File: src/rtl/mvu_stream_sequencer.sv
// mvu_stream_sequencer: buffers one activation vector, replays it across all
// neuron folds, fetches folded weights and drives the MVU kernel; kernel
// results are queued in a small credit-protected output FIFO.
module mvu_stream_sequencer #(
  parameter int unsigned PE               = 2,
  parameter int unsigned SIMD             = 2,
  parameter int unsigned MW               = 4,
  parameter int unsigned MH               = 4,
  parameter int unsigned ACTIVATION_WIDTH = 8,
  parameter int unsigned WEIGHT_WIDTH     = 8,
  parameter int unsigned ACCU_WIDTH       = 24,
  parameter int unsigned OUT_DEPTH        = 4,
  parameter int unsigned KERNEL_LATENCY   = 5,
  localparam int unsigned SF    = MW / SIMD,
  localparam int unsigned NF    = MH / PE,
  localparam int unsigned ADDRW = (NF * SF > 1) ? $clog2(NF * SF) : 1,
  localparam int unsigned INW   = SIMD * ACTIVATION_WIDTH,
  localparam int unsigned WTW   = PE * SIMD * WEIGHT_WIDTH,
  localparam int unsigned PW    = PE * ACCU_WIDTH
) (
  input  logic             clk,
  input  logic             rst,
  input  logic [INW-1:0]   in_tdata,
  input  logic             in_tvalid,
  output logic             in_tready,
  output logic             wmem_rd,
  output logic [ADDRW-1:0] wmem_addr,
  input  logic [WTW-1:0]   wmem_rdata,
  output logic             k_en,
  output logic             k_last,
  output logic             k_zero,
  output logic [WTW-1:0]   k_w,
  output logic [INW-1:0]   k_a,
  input  logic             k_vld,
  input  logic [PW-1:0]    k_p,
  output logic [PW-1:0]    out_tdata,
  output logic             out_tvalid,
  input  logic             out_tready,
  output logic             busy
);

  localparam int unsigned SFW  = (SF > 1) ? $clog2(SF) : 1;
  localparam int unsigned NFW  = (NF > 1) ? $clog2(NF) : 1;
  localparam int unsigned CW   = $clog2(OUT_DEPTH + 1);
  localparam int unsigned SUMW = CW + 1;
  localparam int unsigned PTRW = (OUT_DEPTH > 1) ? $clog2(OUT_DEPTH) : 1;

  // Reject parameter sets the sequencer cannot fold correctly
  if (OUT_DEPTH < 2 || KERNEL_LATENCY < 1 || (MW % SIMD) != 0 || (MH % PE) != 0) begin : g_param_check
    $error("mvu_stream_sequencer: illegal parameter set");
  end

  typedef enum logic [0:0] {FILL = 1'b0, REPLAY = 1'b1} state_t;

  state_t           state_q, state_d;
  logic [SFW-1:0]   sf_q, sf_d;
  logic [NFW-1:0]   nf_q, nf_d;
  logic [CW-1:0]    inflight_q;
  logic [CW-1:0]    fifo_count_q, fifo_count_d;
  logic [PTRW-1:0]  wr_ptr_q, rd_ptr_q;
  logic [PW-1:0]    fifo_mem [OUT_DEPTH];
  logic [INW-1:0]   abuf [SF];
  logic [INW-1:0]   act_sel;
  logic             credit_ok, last_beat, beat_ok, issue, push, pop;

  // Next-state, issue decision and fold counters
  always_comb begin
    state_d   = state_q;
    sf_d      = sf_q;
    nf_d      = nf_q;
    in_tready = 1'b0;
    issue     = 1'b0;
    act_sel   = abuf[sf_q];
    credit_ok = ({1'b0, inflight_q} + {1'b0, fifo_count_q}) < SUMW'(OUT_DEPTH);
    last_beat = (sf_q == SFW'(SF - 1));
    beat_ok   = !rst && (!last_beat || credit_ok);
    case (state_q)
      FILL: begin
        in_tready = beat_ok;
        issue     = beat_ok && in_tvalid;
        act_sel   = in_tdata;
      end
      REPLAY: issue = beat_ok;
      default: ;
    endcase
    if (issue) begin
      if (last_beat) begin
        sf_d = '0;
        if (nf_q == NFW'(NF - 1)) begin
          nf_d    = '0;
          state_d = FILL;
        end else begin
          nf_d    = nf_q + 1'b1;
          state_d = REPLAY;
        end
      end else begin
        sf_d = sf_q + 1'b1;
      end
    end
  end

  // State and fold counter registers
  always_ff @(posedge clk) begin
    if (rst) begin
      state_q <= FILL;
      sf_q    <= '0;
      nf_q    <= '0;
    end else begin
      state_q <= state_d;
      sf_q    <= sf_d;
      nf_q    <= nf_d;
    end
  end

  // Capture the incoming vector for reuse by later folds
  always_ff @(posedge clk) begin
    if (issue && state_q == FILL) abuf[sf_q] <= in_tdata;
  end

  assign wmem_rd   = issue;
  assign wmem_addr = ADDRW'(nf_q) * ADDRW'(SF) + ADDRW'(sf_q);
  assign k_en      = !rst;
  assign k_w       = wmem_rdata;

  // Kernel input stage aligned with the one-cycle weight read
  always_ff @(posedge clk) begin
    if (rst) begin
      k_a    <= '0;
      k_last <= 1'b0;
      k_zero <= 1'b1;
    end else begin
      k_a    <= issue ? act_sel : '0;
      k_last <= issue && last_beat;
      k_zero <= !issue;
    end
  end

  // Results issued to the kernel but not yet returned
  always_ff @(posedge clk) begin
    if (rst) begin
      inflight_q <= '0;
    end else if ((issue && last_beat) && !k_vld) begin
      inflight_q <= inflight_q + 1'b1;
    end else if (!(issue && last_beat) && k_vld) begin
      inflight_q <= inflight_q - 1'b1;
    end
  end

  assign push = k_vld;
  assign pop  = out_tvalid && out_tready;

  function automatic logic [PTRW-1:0] ptr_next(input logic [PTRW-1:0] p);
    return (p == PTRW'(OUT_DEPTH - 1)) ? '0 : p + 1'b1;
  endfunction

  // Output FIFO occupancy
  always_comb begin
    fifo_count_d = fifo_count_q;
    if (push && !pop)      fifo_count_d = fifo_count_q + 1'b1;
    else if (!push && pop) fifo_count_d = fifo_count_q - 1'b1;
  end

  // Output FIFO pointers and valid flag
  always_ff @(posedge clk) begin
    if (rst) begin
      fifo_count_q <= '0;
      wr_ptr_q     <= '0;
      rd_ptr_q     <= '0;
      out_tvalid   <= 1'b0;
    end else begin
      fifo_count_q <= fifo_count_d;
      out_tvalid   <= (fifo_count_d != '0);
      if (push) wr_ptr_q <= ptr_next(wr_ptr_q);
      if (pop)  rd_ptr_q <= ptr_next(rd_ptr_q);
    end
  end

  // Output FIFO storage; a full FIFO may push only while popping the same slot
  always_ff @(posedge clk) begin
    if (push) fifo_mem[wr_ptr_q] <= k_p;
  end

  assign out_tdata = fifo_mem[rd_ptr_q];
  assign busy      = (state_q == REPLAY) || (sf_q != '0) || (inflight_q != '0) || (fifo_count_q != '0);

endmodule
File: config.mk
export PLATFORM = sky130hd
export DESIGN_NAME = mvu_stream_sequencer
export DESIGN_NICKNAME = d
export VERILOG_FILES = /design/src/rtl/mvu_stream_sequencer.sv
export SDC_FILE = /design/constraint.sdc
export NUM_CORES = 1
export LEC_CHECK = 0
export BUFFER_PORTS_ARGS = -buffer_cell sky130_fd_sc_hd__buf_2
export CAP_MARGIN = 20
export CORE_MARGIN = 3
export CORE_UTILIZATION = 54
export CTS_CLUSTER_DIAMETER = 60
export DETAILED_ROUTE_END_ITERATION = 10
export PLACE_DENSITY = 0.83
export SYNTH_ARGS = -nofsm -noshare
export SYNTH_HDL_FRONTEND = slang
export SYNTH_SLANG_ARGS = --single-unit
File: constraint.sdc
create_clock -name clk -period 3 [get_ports clk]
set_clock_uncertainty 0.1 [all_clocks]
set_input_delay 0.6 -clock clk [delete_from_list [all_inputs] [get_ports clk]]
set_output_delay 0.6 -clock clk [all_outputs]
set_load 0.01 [all_outputs]
==> parameters.txt <==
Parameter                              Value

Status
  Run status    finished clean

Floorplan
  Placeable core region    17480 um2
  Full die area    approximately 20000 um2
  Number of I/O pins    206
  Die span in x    roughly 140 um
  Placement Rows    48
  Die height    140.5 um
  Initial cell density of the core    55.90%

Power and ir drop
  IR drop worst, VDD    ~0.00056 V
  PwrDens    747.3 nW/um2
  Lkg Pwr    0.004065 uW

Placed design
  Routability-driven placement congestion ratio    just under 0.8
  Final HPWL from detailed placement    11850 um
  Number of port buffers    141
  Placed Instances    810

Timing
  Final Max Slew Viols    0
  Final setup violation count    0
  Final Hold Fails    0
  Upper clock frequency limit    approximately 0.36 GHz
  Shortest clock period the worst path allows after layout    approximately 2.8 ns
  Total negative setup slack    0 ns
  RSZ-0062 raised after global routing    no
  Transition time of the tightest slew-check pin    0.5184 ns
  Period Utilization, post-route    92.26%
  Headroom to the max-slew limit    65.44%

Synth
  Post-synthesis async set-or-reset flop share    0%
  Post-synth top cells    sky130_fd_sc_hd__edfxtp_1 (224), sky130_fd_sc_hd__mux4_2 (48), sky130_fd_sc_hd__buf_4 (36)
  Number of nets produced by synthesis    600
  Most instantiated library cell after synthesis    sky130_fd_sc_hd__edfxtp_1
  Synthesis Warnings    0
  Combined area of all synthesized cells    9769 um2
  Dominant cells by area after synthesis    sky130_fd_sc_hd__edfxtp_1 (69%), sky130_fd_sc_hd__mux4_2 (11%), sky130_fd_sc_hd__dfxtp_1 (6.8%)
  EDFF count, synth    224
  Post-synth top area share    68.85%
  Unique cell type count in the Yosys netlist    34
  Seq/Total Area, Yosys    approximately three quarters
  Prevailing post-synth register cell    sky130_fd_sc_hd__edfxtp_1
  Synthesized netlist cell count    487
  Flop and latch count out of synthesis    257
  Post-synthesis average cell area    20.06 um2
  Library cell occupying the most area in the post-synthesis netlist    sky130_fd_sc_hd__edfxtp_1

Route
  Antenna Violating Nets Remaining    0
  DRC Markers    0
  Drt initial violations    approximately 280
  Number of vias per cell    5.697
  Via total after detailed routing    4882
  Overall routed net length    18340 um
  Number of optimization iterations in the first detailed-route pass    4
  Wire length per cell after detailed routing    around 21 um

Setup path
  Data required time of the critical path    2.30 ns
  Worst Setup End Kind    output port
  CP max FO    15
  Worst Setup Start Kind    flop
  Data arrival time of the critical path    2.07 ns
  Setup CP Type    reg2out

Clock tree
  Hold-fix buffers, CTS    0
  H-tree lvl count    1
  Root buffer cell    sky130_fd_sc_hd__clkbuf_16
  Post-CTS resize count    0
  Clock Sink Count    257
  Inserted Clock Buffers    25
  Worst-skew pair later-pin latency    ~0.51 ns
  Number of buffers on the longest clock path    3
  Clock tree from TritonCTS    done
  CTS clk-pin slew, worst paths    around 0.060 ns
  Setup bufs post-CTS    0

Worst hold path
  Hold Crit Class    in2reg

Global route
  Wire length of the first global-routing pass    28300 um
  Total Routing Usage GR    18.31%
  Total gr overflow    0
  Largest net degree at the start of global routing    ~50
  Initial antenna violation count    3
  Number of global-route vias before repair    5041

Job
  Number of maximum-capacitance constraint violations    0

Cells and area
  Fraction of final layout cells sized beyond drive strength 1    40.89%
  Number of fill cells    1192
  Final std cells w/o fill    around 860
  Nets@finish    725
  Area used by multi-input combinational logic    between 1500 and 2000 um2
  Final Util    65.33%
  FF/Latch Area    7392 um2
  Layout-stage area growth over the synthesis result    16.87%
[layout make-up]
type                            instances  area share, %
Inverter                                8         0.2630
Multi-Input combinational cell        166          17.33
Clock inverter                         14          1.512
Sequential cell                       257          64.75
Antenna cell                            1        0.02192
Tap cell                              225          2.466
Clock buffer                           32          5.973
Timing Repair Buffer                  154          7.693
[state kept, by name, summed over array words and instances (netlist names), named ones only]
signal and count:
k_last 1, wr_ptr_q 2, k_zero 1, fifo_count_q 3, k_a 16, rd_ptr_q 2, out_tvalid 1, last_beat 1
fifo_mem 192, abuf 32, state_q 1, inflight_q 3
[final timing paths]
path | from | to | slack, ns | cells past startpoint
max | flop | out_tdata[8] | 0.23 | 3
min | in_tdata[12] | abuf[1][12] | 0.19 | 1
max reg2reg | inflight_q[2] | inflight_q[2] | 0.26 | 10
min reg2reg | rd_ptr_q[1] | flop | 0.43 | 2
[placed cells by master (no fill, tap or decap), drive strengths merged, types with 2 or more instances in the layout]
cell type	netlist	layout
dfxtp	33	33
a21oi	5	5
xor2	3	3
mux4	48	48
clkinv	0	8
ha	11	11
inv	8	9
bufinv	0	4
and2	4	4
edfxtp	224	224
nand2	6	6
xnor2	2	2
clkbuf	8	32
nor2	29	29
mux2i	20	20
nand3	3	3
a211oi	17	17
a31oi	2	2
nor3	7	7
buf	48	154
[stage by stage]
step	hold WS, ns	cell area, um2	power [uW]	setup WS, ns
floorplan	0.3541	9769	5051	0.5065
global placement	0.3652	10560	5388	0.4184
global route	0.1693	11420	8881	0.09402
CTS	0.1674	11410	8624	0.1674
detailed placement	0.3896	10560	5445	0.2643
finish	0.1892	11420	8532	0.2323
[cells by family (layout without fill, tap and decap cells)]
family | after synthesis | count (layout) | synth area share, %
flip-flops | 257 | 257 | 75.61
other | 0 | 1 | 0
AND/OR/NAND/NOR | 53 | 53 | 2.510
adder cells (fa/ha/maj) | 12 | 12 | 1.614
buffers and inverters | 64 | 208 | 4.188
AO/OA/AOI/OAI | 27 | 27 | 2.395
multiplexers | 69 | 69 | 13.23
XOR/XNOR | 5 | 5 | 0.4483
[power breakdown]
| part | total [uW] | switching, uW | internal, uW |
|---|---|---|---|
| combinational | 1150 | 604 | 542 |
| sequential | 4200 | 107 | 4100 |
| clock | 3180 | 1230 | 1950 |
| total | 8530 | 1950 | 6590 |
[worst max-delay path, stage by stage, from the launching register on]
cell and delay, ns:
sky130_fd_sc_hd__dfxtp_4 0.54, sky130_fd_sc_hd__buf_4 0.29, sky130_fd_sc_hd__mux4_2 0.55, sky130_fd_sc_hd__buf_2 0.16
[routing by layer]
layer  vias to the layer above  global-route usage [%]  wire length, um
li1                       2150                       -                -
met2                       188                   31.05             9191
met4                         4                   6.731              687
met5                         -                       0               21
met1                      2476                   23.48             7226
met3                        64                   3.960             1213
(Power assumes the default switching activity.)
